**src/rtl/pc_stack_unit.sv**
```systemverilog
// -----------------------------------------------------------------------------
// pc_stack_unit
//
// Program counter for the hera core with an internal return-address stack.
// Each cycle the next fetch address (npc) is chosen combinationally from
// reset vector, hold, return (stack pop), call (stack push), taken branch
// or sequential increment. The PC register captures npc on every edge, so
// ROM sees npc with zero latency and the ALU sees pc one cycle later.
//
// Ports:
//   clk          core clock
//   rst          synchronous reset, active-high
//   hold_pc      stall: freeze PC and stack, ignore all other requests
//   taken_pc     branch taken (from ALU)
//   next_pc      branch/call target (from ALU); bits above ADDR_W ignored
//   call_pc      call: push return address, jump to next_pc
//   return_pc    return: pop stack, jump to popped address
//   npc          combinational fetch address to ROM
//   pc           registered current PC to ALU
//   stack_empty  registered, sp == 0
//   stack_full   registered, sp == DEPTH
//   stack_err    registered sticky overflow/underflow flag, cleared by rst
// -----------------------------------------------------------------------------
module pc_stack_unit #(
    parameter int              PC_W      = 16,
    parameter int              ADDR_W    = 10,
    parameter int              DEPTH     = 4,
    parameter logic [ADDR_W-1:0] RESET_VEC = '0
) (
    input  logic              clk,
    input  logic              rst,
    input  logic              hold_pc,
    input  logic              taken_pc,
    input  logic [PC_W-1:0]   next_pc,
    input  logic              call_pc,
    input  logic              return_pc,
    output logic [ADDR_W-1:0] npc,
    output logic [PC_W-1:0]   pc,
    output logic              stack_empty,
    output logic              stack_full,
    output logic              stack_err
);

    // sp counts occupied entries 0..DEPTH, so it needs one more value than
    // the entry index range.
    localparam int SP_W  = $clog2(DEPTH + 1);
    localparam int IDX_W = $clog2(DEPTH);

    logic [PC_W-1:0]   pc_reg;
    logic [SP_W-1:0]   sp_reg;
    logic [SP_W-1:0]   sp_next;
    logic              empty_reg;
    logic              full_reg;
    logic              err_reg;
    logic              err_next;

    logic [ADDR_W-1:0] stack_mem [DEPTH];

    logic [ADDR_W-1:0] inc;
    logic [ADDR_W-1:0] target;
    logic [IDX_W-1:0]  rd_idx;
    logic [IDX_W-1:0]  wr_idx;
    logic [ADDR_W-1:0] top_addr;
    logic              do_push;

    assign inc      = pc_reg[ADDR_W-1:0] + 1'b1;  // wraps modulo 2^ADDR_W
    assign target   = next_pc[ADDR_W-1:0];
    // Indices are only used when the pointer is in range (pop when non-empty,
    // push when non-full), so truncation is safe.
    assign rd_idx   = IDX_W'(sp_reg - 1'b1);
    assign wr_idx   = IDX_W'(sp_reg);
    assign top_addr = stack_mem[rd_idx];

    // Next-address selection and stack control, first match wins.
    // Only registered state (pc_reg, sp_reg, flags) feeds this block, so
    // there is no loop through npc.
    always_comb begin
        npc      = inc;
        sp_next  = sp_reg;
        err_next = err_reg;
        do_push  = 1'b0;
        if (rst) begin
            npc      = RESET_VEC;
            sp_next  = '0;
            err_next = 1'b0;
        end else if (hold_pc) begin
            npc = pc_reg[ADDR_W-1:0];
        end else if (return_pc) begin
            if (!empty_reg) begin
                npc     = top_addr;
                sp_next = sp_reg - 1'b1;
            end else begin
                npc      = inc;
                err_next = 1'b1;
            end
        end else if (call_pc) begin
            npc = target;
            if (!full_reg) begin
                do_push = 1'b1;
                sp_next = sp_reg + 1'b1;
            end else begin
                err_next = 1'b1;
            end
        end else if (taken_pc) begin
            npc = target;
        end
    end

    always_ff @(posedge clk) begin
        if (rst) begin
            pc_reg    <= PC_W'(RESET_VEC);
            sp_reg    <= '0;
            empty_reg <= 1'b1;
            full_reg  <= 1'b0;
            err_reg   <= 1'b0;
        end else begin
            pc_reg    <= PC_W'(npc);
            sp_reg    <= sp_next;
            empty_reg <= (sp_next == '0);
            full_reg  <= (sp_next == SP_W'(DEPTH));
            err_reg   <= err_next;
        end
    end

    // Stack storage has no reset; contents survive rst and are only
    // meaningful below sp. do_push is already suppressed during rst.
    always_ff @(posedge clk) begin
        if (do_push) begin
            stack_mem[wr_idx] <= inc;
        end
    end

    assign pc          = pc_reg;
    assign stack_empty = empty_reg;
    assign stack_full  = full_reg;
    assign stack_err   = err_reg;

endmodule

```
**config.mk**
```make
export PLATFORM = sky130hd
export DESIGN_NAME = pc_stack_unit
export DESIGN_NICKNAME = d
export VERILOG_FILES = /design/src/rtl/pc_stack_unit.sv
export SDC_FILE = /design/constraint.sdc
export NUM_CORES = 1
export LEC_CHECK = 0
export CAP_MARGIN = 10
export CORE_UTILIZATION = 40
export DETAILED_ROUTE_END_ITERATION = 16
export PLACE_DENSITY = 0.61
export SLEW_MARGIN = 20
export SYNTH_ARGS = -nofsm -noshare
export SYNTH_HDL_FRONTEND = slang
export SYNTH_SLANG_ARGS = --single-unit
export TNS_END_PERCENT = 20
```
**constraint.sdc**
```tcl
create_clock -name clk -period 3.6 [get_ports clk]
set_clock_uncertainty 0.2 [all_clocks]
set_input_delay 0.72 -clock clk [delete_from_list [all_inputs] [get_ports clk]]
set_output_delay 0.72 -clock clk [all_outputs]
set_load 0.02 [all_outputs]
```
# After elaboration in Yosys (flattened, before gate mapping)
# Memories as Yosys holds them, arrays and structs flattened.
# Index checks and enable logic that the tools add are counted.
[classes]
n_eq_ne = 2
addsub = 3
n_bitwise = 1
n_reduce_logical = 4
mux = 23
[ops]
columns = ["operator", "n"]
rows = [
  ["$mux W10", 6],
  ["$mux W3", 6],
  ["$mux W1", 11],
  ["$add A10 B1 Y10 const B", 1],
  ["$reduce_and A4 Y1", 1],
  ["$reduce_bool A2 Y1", 2],
  ["$add A3 B1 Y3 const B", 1],
  ["$eq A3 B3 Y1 const B", 1],
  ["$logic_not A3 Y1", 1],
  ["$sub A3 B1 Y3 const B", 1],
  ["$ne A2 B1 Y1 const B", 1],
  ["$not A1 Y1", 1],
]
[word_totals]
mem_count = 1
ff_bits = 22
wordCells = 40
ram_bits = 40
[memory_table]
columns = ["name", "depth", "width", "read_ports", "rd_clocked_by_memory_dff", "wr", "line", "rtl"]
rows = [
  ["stack_mem", 4, 10, 1, 0, 1, "57", "logic [ADDR_W-1:0] stack_mem [DEPTH];"],
]

# Depth between registers and ports, before layout
# Gate-level depths: netlist of the first run.
[logic_depth]
word_depth = 7
ltp_mapped = 8

# Worst setup path before layout of the first run
# Ideal clock, no wire load.
[synth_timing]
path_type = "register to output"
startpoint = "reg sp_reg[0]"
endpoint = "out npc[1]"
setup_slack_ns = 0.048
stages_incl_launch_ff = 8
path_buffers = 1
arrival_time_ns = 2.632
path_cell_list = "dfxtp_1 buf_4 inv_1 ha_1 mux4_2 nor2b_1 a2111oi_2 a2111oi_0"
[synth_via]
elab_chain_len = 6
[synth_rtl]
columns = ["element", "line", "rtl"]
rows = [
  ["start, declared", "50", "logic [SP_W-1:0] sp_reg;"],
  ["start signal, assigned", "118", "sp_reg <= sp_next;"],
  ["$sub A3 B1 Y3", "n/a", ""],
  ["$mem_v2 Z4 W10", "n/a", ""],
  ["$mux W10", "89", "if (!empty_reg) begin"],
  ["$mux W10", "88", "end else if (return_pc) begin"],
  ["$mux W10", "86", "end else if (hold_pc) begin"],
  ["$mux W10", "82", "if (rst) begin"],
  ["end, declared", "37", "output logic [ADDR_W-1:0] npc,"],
]
# Every way passes these cells.

# Worst setup path in the final report of the first run
[layout_timing]
startpoint = "in return_pc"
endpoint = "out npc[2]"
[layout_via]
elab_chain_len = 3
[layout_rtl]
columns = ["element", "line", "rtl"]
rows = [
  ["start, declared", "36", "input logic return_pc,"],
  ["$mux W10", "88", ""],
  ["$mux W10", "86", ""],
  ["$mux W10", "82", ""],
]
# Every way passes these cells.

==> flow_summary.html, run 1 <==
<table>
<tr><th>Metric</th><th>Value</th></tr>
<tr><th colspan="2">Status</th></tr>
<tr><td>Outcome</td><td>finished, final reports clean</td></tr>
<tr><th colspan="2">Setup path</th></tr>
<tr><td>Largest stage delay, worst path</td><td>0.57 ns</td></tr>
<tr><td>Cell family with most CP delay</td><td>buffers and inverters</td></tr>
<tr><td>Number of buffer and inverter stages on the critical path</td><td>5</td></tr>
<tr><td>CP startpoint kind</td><td>input pin</td></tr>
<tr><td>Logic depth of the worst register-to-register path</td><td>8</td></tr>
<tr><td>Max FO, Critical Path</td><td>6</td></tr>
<tr><td>Cell with the largest stage delay on the worst path</td><td>clkdlybuf4s50_1</td></tr>
<tr><td>Register-to-register setup slack</td><td>1.39 ns</td></tr>
<tr><td>Most frequent cell on the critical path</td><td>buf_4</td></tr>
<tr><td>Type of the setup path with the least slack</td><td>input pin to output pin</td></tr>
<tr><td>Arrival time worst endpoint</td><td>2.54 ns</td></tr>
<tr><td>CP Cell Sequence</td><td>clkdlybuf4s50_1, buf_4, inv_1, a21boi_0, buf_4, o221ai_1, o21ai_0, dlygate4sd2_1</td></tr>
<tr><td>Reg-to-Reg End</td><td>pc[7]$_SDFF_PP0_</td></tr>
<tr><td>Crit path required time</td><td>2.68 ns</td></tr>
<tr><td>Startpoint of the lowest-slack register-to-register path</td><td>sp_reg[1]$_SDFF_PP0_</td></tr>
<tr><td>Setup crit end kind</td><td>output pin</td></tr>
<tr><th colspan="2">Pwr</th></tr>
<tr><td>Portion of total power attributed to the clock network</td><td>25.3%</td></tr>
<tr><td>Net switching power figure</td><td>384 µW</td></tr>
<tr><td>Maximum vdd drop</td><td>252 µV</td></tr>
<tr><td>Total power divided by cell area</td><td>413 mW/mm²</td></tr>
<tr><td>Proportion of total power due to net switching</td><td>27.8%</td></tr>
<tr><td>Share of power burned in combinational logic</td><td>21.0%</td></tr>
<tr><td>Leak Pwr</td><td>0.00128 µW</td></tr>
<tr><td>Power share of the sequential group</td><td>53.7%</td></tr>
<tr><td>Internal power component</td><td>999 µW</td></tr>
<tr><th colspan="2">Logic synthesis</th></tr>
<tr><td>Syn Area/Cell</td><td>13.3 µm²</td></tr>
<tr><td>Synth Instances</td><td>199</td></tr>
<tr><td>Post-synth EDFFs</td><td>40</td></tr>
<tr><td>Predominant post-synthesis flop cell</td><td>edfxtp_1</td></tr>
<tr><td>Share of the synthesized area in the top cell type</td><td>45.5%</td></tr>
<tr><td>Largest area contributor in the netlist</td><td>edfxtp_1</td></tr>
<tr><td>Ys async rst share</td><td>0%</td></tr>
<tr><td>Post-Syn Area</td><td>0.00264 mm²</td></tr>
<tr><td>Cell types with the largest area share after synthesis</td><td>edfxtp_1, dfxtp_1, mux4_2</td></tr>
<tr><td>Sequential share of the synthesized area</td><td>57.6%</td></tr>
<tr><td>Synth Register Bits</td><td>56</td></tr>
<tr><td>Ys Warns</td><td>0</td></tr>
<tr><td>Number of distinct library cells after synthesis</td><td>50</td></tr>
<tr><th colspan="2">GRT</th></tr>
<tr><td>Overall overflow remaining after global route</td><td>0</td></tr>
<tr><td>First-pass GRT wire length</td><td>8690 µm</td></tr>
<tr><td>Overall fraction of global-route tracks in use</td><td>16.4%</td></tr>
<tr><td>Antenna violations before repair</td><td>0</td></tr>
<tr><td>Via count of the first global-routing pass</td><td>1743</td></tr>
<tr><td>Largest net degree at the start of global routing</td><td>19</td></tr>
<tr><th colspan="2">STA</th></tr>
<tr><td>Final critical path time including I/O delays and setup</td><td>3.46 ns</td></tr>
<tr><td>Maximum achievable frequency</td><td>0.289 GHz</td></tr>
<tr><td>Final TNS setup</td><td>0 ns</td></tr>
<tr><td>Final setup margin</td><td>0.139 ns</td></tr>
<tr><td>Hold Violations, Final</td><td>0</td></tr>
<tr><td>Setup violations, final</td><td>0</td></tr>
<tr><td>Unrepaired setup endpoints after global routing</td><td>no</td></tr>
<tr><td>Share of the clock period used by the worst path after layout</td><td>96.1%</td></tr>
<tr><td>Final count of pins violating max slew</td><td>0</td></tr>
<tr><td>Hold Worst Slack</td><td>0.293 ns</td></tr>
<tr><th colspan="2">Cells and area</th></tr>
<tr><td>Post-synthesis to final-layout area growth</td><td>26.6%</td></tr>
<tr><td>Commonest non-fill, non-tap cell in the layout</td><td>edfxtp_1</td></tr>
<tr><td>Fraction of layout instances using a drive strength above 1</td><td>21.8%</td></tr>
<tr><td>Non-filler cells, final</td><td>339</td></tr>
<tr><td>Top library cells by usage in the layout, fill and taps aside</td><td>edfxtp_1, clkdlybuf4s50_1, buf_4</td></tr>
<tr><td>Max reg flops</td><td>40</td></tr>
<tr><td>Count of nets after finishing</td><td>288</td></tr>
<tr><td>Share of the core filled with cells</td><td>52.7%</td></tr>
<tr><td># diodes</td><td>0</td></tr>
<tr><th colspan="2">Place</th></tr>
<tr><td>Worst setup slack before clock tree synthesis</td><td>-0.144 ns</td></tr>
<tr><td>DP Wirelength</td><td>4090 µm</td></tr>
<tr><td>Cells after DPL</td><td>331</td></tr>
<tr><td>Global placement routability congestion</td><td>0.782</td></tr>
<tr><td>Buffers on Ports</td><td>38</td></tr>
<tr><th colspan="2">Routing</th></tr>
<tr><td>TritonRoute pass-1 iters</td><td>4</td></tr>
<tr><td>Iter 0 DRT Violations</td><td>45</td></tr>
<tr><td>Total number of vias</td><td>1800</td></tr>
<tr><td>Ratio of routed vias to standard cells</td><td>5.31</td></tr>
<tr><td>Residual antenna-violating net count after detailed routing</td><td>0</td></tr>
<tr><td>Final Routed Wirelength</td><td>5470 µm</td></tr>
<tr><td>Wire length per cell</td><td>16.1 µm</td></tr>
<tr><td>Residual DRC</td><td>0</td></tr>
<tr><th colspan="2">Clock tree</th></tr>
<tr><td>Number of buffers inserted during clock tree synthesis</td><td>5</td></tr>
<tr><td>CTS sink count</td><td>56</td></tr>
<tr><td>Clock Path Buffers</td><td>2</td></tr>
<tr><td>Clock tree from TritonCTS</td><td>yes</td></tr>
<tr><td>Clock-pin slew on the worst setup and hold paths</td><td>0.10 ns</td></tr>
<tr><td>H-tree level count</td><td>2</td></tr>
<tr><td>Number of setup buffers added after CTS</td><td>0</td></tr>
<tr><td>Clock latency of the later-clocked register in the worst-skew pair</td><td>0.30 ns</td></tr>
<tr><td>Hold Buf Count CTS</td><td>0</td></tr>
<tr><td>Clock root cell</td><td>clkbuf_8</td></tr>
<tr><th colspan="2">Die</th></tr>
<tr><td>Die extent in y</td><td>83.2 µm</td></tr>
<tr><td>Number of placement rows</td><td>29</td></tr>
<tr><td>Die extent in x</td><td>83.2 µm</td></tr>
<tr><td>Core Area</td><td>0.00635 mm²</td></tr>
<tr><td>Effective utilization at floorplan</td><td>41.6%</td></tr>
<tr><td>Boundary Pins</td><td>51</td></tr>
<tr><td>Die ar.</td><td>0.00693 mm²</td></tr>
<tr><th colspan="2">Worst hold path</th></tr>
<tr><td>Hold_sp</td><td>stack_err$_SDFFE_PP0P_</td></tr>
<tr><td>Hold path cells</td><td>2</td></tr>
<tr><td>Worst min-delay path category</td><td>flop to flop</td></tr>
<tr><td>Endpoint of the worst hold path</td><td>stack_err$_SDFFE_PP0P_</td></tr>
<tr><th colspan="2">Job</th></tr>
<tr><td>Max-Cap Viols</td><td>0</td></tr>
</table>
## power by group through the flow
stage	Combinational, µW	Sequential, µW	Clock, µW
after floorplan	157	768	0
after global placement	295	757	0
after detailed placement	297	758	0
after CTS	292	743	365
after global routing	313	748	383
final	290	742	350
## metrics by stage
| step | cell area [µm²] | power, µW |
|---|---|---|
| 6_report | 3340 | 1380 |
| 5_1_grt | 3340 | 1440 |
| 4_1_cts | 3340 | 1400 |
| 3_5_place_dp | 3250 | 1050 |
| 3_3_place_gp | 3250 | 1050 |
| 2_1_floorplan | 2660 | 925 |
## synth_stat cells, types with 2 or more instances
master,count
edfxtp_1,40
dfxtp_1,16
nand2_1,12
o21ai_0,11
mux4_2,10
nor2_1,10
buf_4,7
o221ai_1,7
a21o_1,6
inv_1,6
ha_1,5
nand3_1,5
and2_1,4
nor3_1,4
xnor2_1,4
a221oi_1,3
buf_2,3
clkbuf_1,3
or2_2,3
a2111oi_0,2
a21boi_0,2
a21oi_1,2
a2bb2oi_1,2
a31oi_1,2
mux2_2,2
nand2b_1,2
nor2b_1,2
o31ai_1,2
## cell families after synthesis
logic type	count (synthesis)	share of synthesized area (%)
other	1	0.142
muxes	13	9.76
and+or+nand+nor	52	10.8
adders and majority gates	5	2.37
buffers and inverters	20	4.27
xor gates and xnor gates	5	1.66
DFF	56	57.6
AOI/OAI and AO/OA	47	13.4
## routing by layer
layer / global-route usage (%) / routed length (µm)
met5: 0 / 0
met3: 2.98 / 165
met4: 5.17 / 65
met2: 26.1 / 2610
met1: 22.7 / 2630
## worst max path at each step
stage	to	cells after the start	startpoint	slack, ns
floorplan	npc[1]	7	sp_reg[0]$_SDFF_PP0_	0.05
global placement	npc[9]	6	return_pc	-0.16
detailed placement	npc[2]	8	return_pc	-0.14
CTS	npc[1]	7	return_pc	0.005
global route	npc[2]	8	return_pc	0.008
finish	npc[2]	8	return_pc	0.14
## cell type report
cell class              count  area, µm²
clock buffers               5       68.8
clock inverters             3       22.5
fillers                   540       3010
inverters                   6       22.5
multi-input cells         128       1030
flip-flops and latches     56       1520
well taps                  77       96.3
repair buffers             64        583
## what timing repair did
item,in CTS,in global routing
endpoints found under the hold margin,0,0
resized for setup,9,2
endpoints found under the setup margin,9,2
## worst register-to-register path, cell delays in order (launching register included)
cell	delay [ns]
dfxtp_1	0.40
inv_1	0.09
ha_1	0.30
buf_4	0.20
mux4_2	0.33
o221ai_1	0.21
a31oi_1	0.09
buf_4	0.16
a21o_1	0.14
(Power assumes the default switching activity.)
==> run 2: changes to the inputs <==
Settings changed: PLACE_DENSITY 0.61 to 0.64, SLEW_MARGIN 20 to not set.
Clock period 3.6 ns to 3.1 ns, I/O delays scaled along.
==> run 2 against run 1 <==
Effect of this change: the flow now finishes with violations (negative setup slack); sequential share of layout area shrank 3.0 points; non-clock buffer count up 19; utilization up 3.8 points; via count rose by 9.1%; register-to-register slack lost 0.29 ns; clock power rose by 60%.
==> flow_summary.html, run 2 (same netlist as run 1, synthesis figures left out) <==
<table>
<tr><th>Metric</th><th>Value</th></tr>
<tr><th colspan="2">Clock tree</th></tr>
<tr><td>Clock root cell</td><td>clkbuf_8 (unchanged)</td></tr>
<tr><td>Clock latency of the later-clocked register in the worst-skew pair</td><td>0.31 ns (was 0.30 ns)</td></tr>
<tr><td>H-tree level count</td><td>2 (unchanged)</td></tr>
<tr><td>Clock Path Buffers</td><td>2 (unchanged)</td></tr>
<tr><td>Clock tree from TritonCTS</td><td>yes (unchanged)</td></tr>
<tr><td>CTS sink count</td><td>56 (unchanged)</td></tr>
<tr><td>Hold Buf Count CTS</td><td>0 (unchanged)</td></tr>
<tr><td>Clock-pin slew on the worst setup and hold paths</td><td>0.10 ns (about the same)</td></tr>
<tr><td>Number of buffers inserted during clock tree synthesis</td><td>5 (unchanged)</td></tr>
<tr><td>Number of setup buffers added after CTS</td><td>0 (unchanged)</td></tr>
<tr><th colspan="2">STA</th></tr>
<tr><td>Final critical path time including I/O delays and setup</td><td>3.15 ns</td></tr>
<tr><td>Unrepaired setup endpoints after global routing</td><td>yes (was no)</td></tr>
<tr><td>Hold Worst Slack</td><td>0.297 ns (was 0.293 ns)</td></tr>
<tr><td>Final count of pins violating max slew</td><td>0 (unchanged)</td></tr>
<tr><td>Final setup margin</td><td>-0.0500 ns (was 0.139 ns)</td></tr>
<tr><td>Hold Violations, Final</td><td>0 (unchanged)</td></tr>
<tr><td>Maximum achievable frequency</td><td>0.317 GHz</td></tr>
<tr><td>Final TNS setup</td><td>-0.128 ns (was 0 ns)</td></tr>
<tr><td>Setup violations, final</td><td>3 (was 0)</td></tr>
<tr><td>Share of the clock period used by the worst path after layout</td><td>102%</td></tr>
<tr><th colspan="2">Cells and area</th></tr>
<tr><td>Post-synthesis to final-layout area growth</td><td>35.7% (was 26.6%)</td></tr>
<tr><td>Fraction of layout instances using a drive strength above 1</td><td>31.0% (was 21.8%)</td></tr>
<tr><td>Finished layout cell area</td><td>0.00358 mm² (was 0.00334 mm²)</td></tr>
<tr><td>Count of nets after finishing</td><td>307 (was 288)</td></tr>
<tr><td>Share of the core filled with cells</td><td>56.4% (was 52.7%)</td></tr>
<tr><td>Number of filler instances in the final layout</td><td>515 (was 540)</td></tr>
<tr><td>Max reg flops</td><td>40 (unchanged)</td></tr>
<tr><td>Top library cells by usage in the layout, fill and taps aside</td><td>buf_4, edfxtp_1, clkdlybuf4s50_1 (was edfxtp_1, clkdlybuf4s50_1, buf_4)</td></tr>
<tr><td>Commonest non-fill, non-tap cell in the layout</td><td>buf_4 (was edfxtp_1)</td></tr>
<tr><td># diodes</td><td>0 (unchanged)</td></tr>
<tr><th colspan="2">Die</th></tr>
<tr><td>Die extent in y</td><td>83.2 µm (unchanged)</td></tr>
<tr><td>Boundary Pins</td><td>51 (unchanged)</td></tr>
<tr><td>Effective utilization at floorplan</td><td>41.6% (unchanged)</td></tr>
<tr><td>Number of placement rows</td><td>29 (unchanged)</td></tr>
<tr><td>Die ar.</td><td>0.00693 mm² (unchanged)</td></tr>
<tr><td>Die extent in x</td><td>83.2 µm (unchanged)</td></tr>
<tr><td>Core Area</td><td>0.00635 mm² (unchanged)</td></tr>
<tr><th colspan="2">Worst hold path</th></tr>
<tr><td>Hold path cells</td><td>2 (unchanged)</td></tr>
<tr><td>Worst min-delay path category</td><td>flop to flop (unchanged)</td></tr>
<tr><th colspan="2">Setup path</th></tr>
<tr><td>Type of the setup path with the least slack</td><td>input pin to output pin (unchanged)</td></tr>
<tr><td>Logic depth of the worst register-to-register path</td><td>8 (unchanged)</td></tr>
<tr><td>Setup crit end kind</td><td>output pin (unchanged)</td></tr>
<tr><td>Max FO, Critical Path</td><td>4 (was 6)</td></tr>
<tr><td>Arrival time worst endpoint</td><td>2.33 ns (was 2.54 ns)</td></tr>
<tr><td>Crit path required time</td><td>2.28 ns (was 2.68 ns)</td></tr>
<tr><td>CP startpoint kind</td><td>input pin (unchanged)</td></tr>
<tr><th colspan="2">Pwr</th></tr>
<tr><td>Leak Pwr</td><td>0.00138 µW (was 0.00128 µW)</td></tr>
<tr><td>Total power divided by cell area</td><td>505 mW/mm² (was 413 mW/mm²)</td></tr>
<tr><td>Maximum vdd drop</td><td>298 µV (was 252 µV)</td></tr>
<tr><th colspan="2">GRT</th></tr>
<tr><td>Overall fraction of global-route tracks in use</td><td>19.7% (was 16.4%)</td></tr>
<tr><td>Overall overflow remaining after global route</td><td>0 (unchanged)</td></tr>
<tr><td>Largest net degree at the start of global routing</td><td>18 (was 19)</td></tr>
<tr><td>Antenna violations before repair</td><td>0 (unchanged)</td></tr>
<tr><td>Via count of the first global-routing pass</td><td>1992 (was 1743)</td></tr>
<tr><td>First-pass GRT wire length</td><td>10400 µm (was 8690 µm)</td></tr>
<tr><th colspan="2">Status</th></tr>
<tr><td>Violated checks</td><td>negative setup slack</td></tr>
<tr><td>Outcome</td><td>complete, but fails checks (was finished, final reports clean)</td></tr>
<tr><th colspan="2">Job</th></tr>
<tr><td>Max-Cap Viols</td><td>0 (unchanged)</td></tr>
<tr><th colspan="2">Routing</th></tr>
<tr><td>Total number of vias</td><td>1963 (was 1800)</td></tr>
<tr><td>Final Routed Wirelength</td><td>6310 µm (was 5470 µm)</td></tr>
<tr><td>Residual antenna-violating net count after detailed routing</td><td>0 (unchanged)</td></tr>
<tr><td>Ratio of routed vias to standard cells</td><td>5.48 (was 5.31)</td></tr>
<tr><td>Residual DRC</td><td>0 (unchanged)</td></tr>
<tr><td>Iter 0 DRT Violations</td><td>133 (was 45)</td></tr>
<tr><td>Wire length per cell</td><td>17.6 µm (was 16.1 µm)</td></tr>
<tr><td>TritonRoute pass-1 iters</td><td>4 (unchanged)</td></tr>
<tr><th colspan="2">Place</th></tr>
<tr><td>Buffers on Ports</td><td>38 (unchanged)</td></tr>
<tr><td>DP Wirelength</td><td>4830 µm (was 4090 µm)</td></tr>
<tr><td>Global placement routability congestion</td><td>0.797 (was 0.782)</td></tr>
<tr><td>Placed inst area</td><td>0.00341 mm² (was 0.00325 mm²)</td></tr>
</table>
run 2: changes by cell type in the layout (fill, tap and decap cells not counted), moves of 2 or more:
cell / before / now
buf_4: 25 / 43
dlygate4sd2_1: 8 / 4
clkbuf_2: 0 / 3
clkdlybuf4s15_1: 0 / 3
bufinv_16: 0 / 2
dlymetal6s2s_1: 2 / 0
run 2: metrics by stage:
stage | worst slack, ns | total power (µW) | instances
after global placement | -0.419 | 1260 | 350
after floorplan | 0.140 | 1080 | 204
final | -0.0500 | 1810 | 358
after global routing | -0.121 | 1880 | 358
after detailed placement | -0.423 | 1260 | 350
after CTS | -0.0134 | 1810 | 358
run 2: final timing paths:
check | endpoint | slack [ns] | start
max reg2reg | pc[3]$_SDFF_PP0_ | 1.10 | sp_reg[0]$_SDFF_PP0_
min reg2reg | stack_err$_SDFFE_PP0P_ | 0.30 | stack_err$_SDFFE_PP0P_
max | npc[7] | -0.05 | call_pc
min | stack_err$_SDFFE_PP0P_ | 0.30 | stack_err$_SDFFE_PP0P_
run 2: layout make-up:
type,count,area (µm²),share of cell area [%]
clock inverter,2,60.1,1.68
inverter,6,22.5,0.628
timing repair buffer,83,724,20.2
multi-input combinational,128,1080,30.3
sequential,56,1520,42.5
clock buffer,6,72.6,2.03
tap,77,96.3,2.69
run 2: worst max-delay path, cell delays in order:
cell             delay [ns]
clkdlybuf4s50_1        0.49
o31ai_2                0.40
buf_4                  0.22
a31oi_1                0.11
a21o_1                 0.18
dlygate4sd2_1          0.31
run 2: timing repair:
| action | in CTS | in global routing |
|---|---|---|
| pin swaps | 2 | 0 |
| endpoints found under the setup margin | 10 | 10 |
| gates resized for setup | 21 | 14 |
run 2: per-layer routing:
layer	up-vias	GRT usage (%)	routed length [µm]
met2	59	32.3	3110
met5	-	0	0
met4	0	5.64	99
li1	920	-	-
met3	8	3.48	340
met1	976	26.9	2770
run 2: power breakdown:
group | total, µW | internal, µW | switching, µW
Combinational | 396 | 194 | 202
Sequential | 854 | 833 | 20.9
Clock | 560 | 323 | 237
==> run 3: changes to the inputs <==
Settings changed: CORE_ASPECT_RATIO set to 1.1.
==> run 3 against run 2 <==
Effect of this change: the run now ends clean; clock power decreased by 31%; sequential share of layout area up 0.33 points; sequential power barely moved; global-route usage down 0.64 points; maximum frequency rose by 3.4%; die area hardly changed; non-clock buffer count is 3 higher; combinational power is essentially flat; sequential cell count is the same; largest cell class unchanged.
==> flow_summary.html, run 3 (same netlist as run 1, synthesis figures left out) <==
<table>
<tr><th>Metric</th><th>Value</th></tr>
<tr><th colspan="2">Die</th></tr>
<tr><td>Boundary Pins</td><td>51 (unchanged)</td></tr>
<tr><td>Effective utilization at floorplan</td><td>42.1% (was 41.6%)</td></tr>
<tr><td>Die extent in y</td><td>87.2 µm (was 83.2 µm)</td></tr>
<tr><td>Number of placement rows</td><td>30 (was 29)</td></tr>
<tr><td>Core Area</td><td>0.00627 mm² (was 0.00635 mm²)</td></tr>
<tr><td>Die ar.</td><td>0.00693 mm² (about the same)</td></tr>
<tr><td>Die extent in x</td><td>79.5 µm (was 83.2 µm)</td></tr>
<tr><th colspan="2">GRT</th></tr>
<tr><td>Overall overflow remaining after global route</td><td>0 (unchanged)</td></tr>
<tr><td>Antenna violations before repair</td><td>0 (unchanged)</td></tr>
<tr><td>Via count of the first global-routing pass</td><td>1915 (was 1992)</td></tr>
<tr><td>First-pass GRT wire length</td><td>9630 µm (was 10400 µm)</td></tr>
<tr><td>Largest net degree at the start of global routing</td><td>17 (was 18)</td></tr>
<tr><td>Overall fraction of global-route tracks in use</td><td>19.1% (was 19.7%)</td></tr>
<tr><th colspan="2">Clock tree</th></tr>
<tr><td>Clock-pin slew on the worst setup and hold paths</td><td>0.09 ns (was 0.10 ns)</td></tr>
<tr><td>Hold Buf Count CTS</td><td>0 (unchanged)</td></tr>
<tr><td>Clock latency of the later-clocked register in the worst-skew pair</td><td>0.31 ns (about the same)</td></tr>
<tr><td>CTS sink count</td><td>56 (unchanged)</td></tr>
<tr><td>Clock root cell</td><td>clkbuf_8 (unchanged)</td></tr>
<tr><td>Clock tree from TritonCTS</td><td>yes (unchanged)</td></tr>
<tr><td>Clock Path Buffers</td><td>2 (unchanged)</td></tr>
<tr><td>Number of buffers inserted during clock tree synthesis</td><td>5 (unchanged)</td></tr>
<tr><td>H-tree level count</td><td>2 (unchanged)</td></tr>
<tr><th colspan="2">STA</th></tr>
<tr><td>Hold Worst Slack</td><td>0.283 ns (was 0.297 ns)</td></tr>
<tr><td>Hold Violations, Final</td><td>0 (unchanged)</td></tr>
<tr><td>Share of the clock period used by the worst path after layout</td><td>98.3% (was 102%)</td></tr>
<tr><td>Setup violations, final</td><td>0 (was 3)</td></tr>
<tr><td>Final critical path time including I/O delays and setup</td><td>3.05 ns (was 3.15 ns)</td></tr>
<tr><td>Final count of pins violating max slew</td><td>0 (unchanged)</td></tr>
<tr><td>Maximum achievable frequency</td><td>0.328 GHz (was 0.317 GHz)</td></tr>
<tr><td>Unrepaired setup endpoints after global routing</td><td>yes (unchanged)</td></tr>
<tr><td>Max_slew headroom</td><td>68.2%</td></tr>
<tr><td>Final setup margin</td><td>0.0538 ns (was -0.0500 ns)</td></tr>
<tr><td>Worst-Margin Slew</td><td>0.465 ns</td></tr>
<tr><th colspan="2">Setup path</th></tr>
<tr><td>Type of the setup path with the least slack</td><td>input pin to output pin (unchanged)</td></tr>
<tr><td>Arrival time worst endpoint</td><td>2.23 ns (was 2.33 ns)</td></tr>
<tr><td>Cell with the largest stage delay on the worst path</td><td>clkdlybuf4s50_1 (unchanged)</td></tr>
<tr><td>Max FO, Critical Path</td><td>4 (unchanged)</td></tr>
<tr><td>CP startpoint kind</td><td>input pin (unchanged)</td></tr>
<tr><td>Crit path required time</td><td>2.28 ns (about the same)</td></tr>
<tr><td>Largest stage delay, worst path</td><td>0.43 ns (was 0.49 ns)</td></tr>
<tr><td>Register-to-register setup slack</td><td>0.92 ns (was 1.10 ns)</td></tr>
<tr><td>CP Cell Sequence</td><td>clkdlybuf4s50_1, buf_4, o31ai_4, buf_4, nand2_1, a2bb2oi_1, dlygate4sd2_1 (was clkdlybuf4s50_1, o31ai_2, buf_4, a31oi_1, a21o_1, dlygate4sd2_1)</td></tr>
<tr><td>Setup crit end kind</td><td>output pin (unchanged)</td></tr>
<tr><td>Most frequent cell on the critical path</td><td>buf_4</td></tr>
<tr><th colspan="2">Cells and area</th></tr>
<tr><td>Max reg flops</td><td>40 (unchanged)</td></tr>
<tr><td>Share of the core filled with cells</td><td>56.7% (was 56.4%)</td></tr>
<tr><td>Number of filler instances in the final layout</td><td>532 (was 515)</td></tr>
<tr><td>Count of nets after finishing</td><td>310 (was 307)</td></tr>
<tr><td>Top library cells by usage in the layout, fill and taps aside</td><td>buf_4, edfxtp_1, clkdlybuf4s50_1 (unchanged)</td></tr>
<tr><td>Post-synthesis to final-layout area growth</td><td>34.7% (was 35.7%)</td></tr>
<tr><td>Non-filler cells, final</td><td>364 (was 358)</td></tr>
<tr><td>Commonest non-fill, non-tap cell in the layout</td><td>buf_4 (unchanged)</td></tr>
<tr><td>Fraction of layout instances using a drive strength above 1</td><td>33.8% (was 31.0%)</td></tr>
<tr><td># diodes</td><td>0 (unchanged)</td></tr>
<tr><th colspan="2">Routing</th></tr>
<tr><td>Final Routed Wirelength</td><td>6250 µm (was 6310 µm)</td></tr>
<tr><td>Total number of vias</td><td>1968 (was 1963)</td></tr>
<tr><td>TritonRoute pass-1 iters</td><td>4 (unchanged)</td></tr>
<tr><td>Residual DRC</td><td>0 (unchanged)</td></tr>
<tr><td>Ratio of routed vias to standard cells</td><td>5.41 (was 5.48)</td></tr>
<tr><td>Iter 0 DRT Violations</td><td>106 (was 133)</td></tr>
<tr><td>Wire length per cell</td><td>17.2 µm (was 17.6 µm)</td></tr>
<tr><td>Residual antenna-violating net count after detailed routing</td><td>0 (unchanged)</td></tr>
<tr><th colspan="2">Pwr</th></tr>
<tr><td>Maximum vdd drop</td><td>252 µV (was 298 µV)</td></tr>
<tr><td>Portion of total power attributed to the clock network</td><td>23.5% (was 30.9%)</td></tr>
<tr><td>Total power of the final layout</td><td>1640 µW (was 1810 µW)</td></tr>
<tr><td>Net switching power figure</td><td>451 µW (was 460 µW)</td></tr>
<tr><td>Power share of the sequential group</td><td>52.3% (was 47.2%)</td></tr>
<tr><td>Share of power burned in combinational logic</td><td>24.2% (was 21.9%)</td></tr>
<tr><td>Total power divided by cell area</td><td>461 mW/mm² (was 505 mW/mm²)</td></tr>
<tr><td>Internal power component</td><td>1190 µW (was 1350 µW)</td></tr>
<tr><td>Leak Pwr</td><td>0.00137 µW (was 0.00138 µW)</td></tr>
<tr><td>Proportion of total power due to net switching</td><td>27.6% (was 25.4%)</td></tr>
<tr><th colspan="2">Place</th></tr>
<tr><td>Cells after DPL</td><td>354 (was 350)</td></tr>
<tr><td>DP Wirelength</td><td>4680 µm (was 4830 µm)</td></tr>
<tr><td>Worst setup slack before clock tree synthesis</td><td>-0.492 ns (was -0.423 ns)</td></tr>
<tr><td>Global placement routability congestion</td><td>0.855 (was 0.797)</td></tr>
<tr><td>Buffers on Ports</td><td>38 (unchanged)</td></tr>
<tr><th colspan="2">Worst hold path</th></tr>
<tr><td>Worst min-delay path category</td><td>flop to flop (unchanged)</td></tr>
<tr><th colspan="2">Status</th></tr>
<tr><td>Outcome</td><td>finished, final reports clean (was complete, but fails checks)</td></tr>
<tr><th colspan="2">Job</th></tr>
<tr><td>Max-Cap Viols</td><td>0 (unchanged)</td></tr>
</table>
-- run 3: stage by stage --
step / instance area [µm²] / setup TNS, ns
2_1_floorplan: 2670 / 0
3_5_place_dp: 3410 / -3.80
5_1_grt: 3560 / -0.0649
6_report: 3560 / 0
4_1_cts: 3550 / -0.125
3_3_place_gp: 3410 / -3.71
-- run 3: worst paths after layout --
check | start | endpoint | cells after the start
setup / recovery | call_pc | npc[8] | 7
hold / removal | stack_err$_SDFFE_PP0P_ | stack_err$_SDFFE_PP0P_ | 2
setup reg to reg | sp_reg[0]$_SDFF_PP0_ | pc[3]$_SDFF_PP0_ | 9
hold reg to reg | stack_err$_SDFFE_PP0P_ | stack_err$_SDFFE_PP0P_ | 2
-- run 3: power groups by stage --
| stage | clock network, µW | registers, µW | logic, µW |
|---|---|---|---|
| after CTS | 398 | 856 | 396 |
| after global placement | 0 | 871 | 383 |
| final | 384 | 857 | 397 |
| after detailed placement | 0 | 872 | 385 |
| after global routing | 421 | 859 | 428 |
| after floorplan | 0 | 892 | 184 |
-- run 3: layer usage --
| layer | vias up | global-route usage [%] | wire, µm |
|---|---|---|---|
| li1 | 933 | - | - |
| met1 | 983 | 26.2 | 2840 |
| met2 | 47 | 30.6 | 3090 |
| met3 | 5 | 3.66 | 249 |
| met4 | 0 | 5.62 | 59 |
| met5 | - | 0 | 0 |
-- run 3: area by class of cell --
class | instances | area (µm²) | share of cell area [%]
tap | 80 | 100 | 2.81
multi-input combinational | 128 | 1100 | 31.1
clock buffer | 6 | 72.6 | 2.04
inverter | 6 | 22.5 | 0.633
timing repair buffer | 86 | 722 | 20.3
sequential | 56 | 1520 | 42.8
clock inverter | 2 | 11.3 | 0.317
-- run 3: critical path, delay by kind of cell --
family	cells	cell delay (ns)
AO/OA/AOI/OAI	2	0.41
buffers and inverters	4	1.12
AND/OR/NAND/NOR	1	0.07
-- run 3: repair_timing --
action | 4_1_cts | 5_1_grt
buffers inserted | 0 | 2
endpoints found under the setup margin | 10 | 10
resized for setup | 39 | 13
pin swaps | 2 | 0
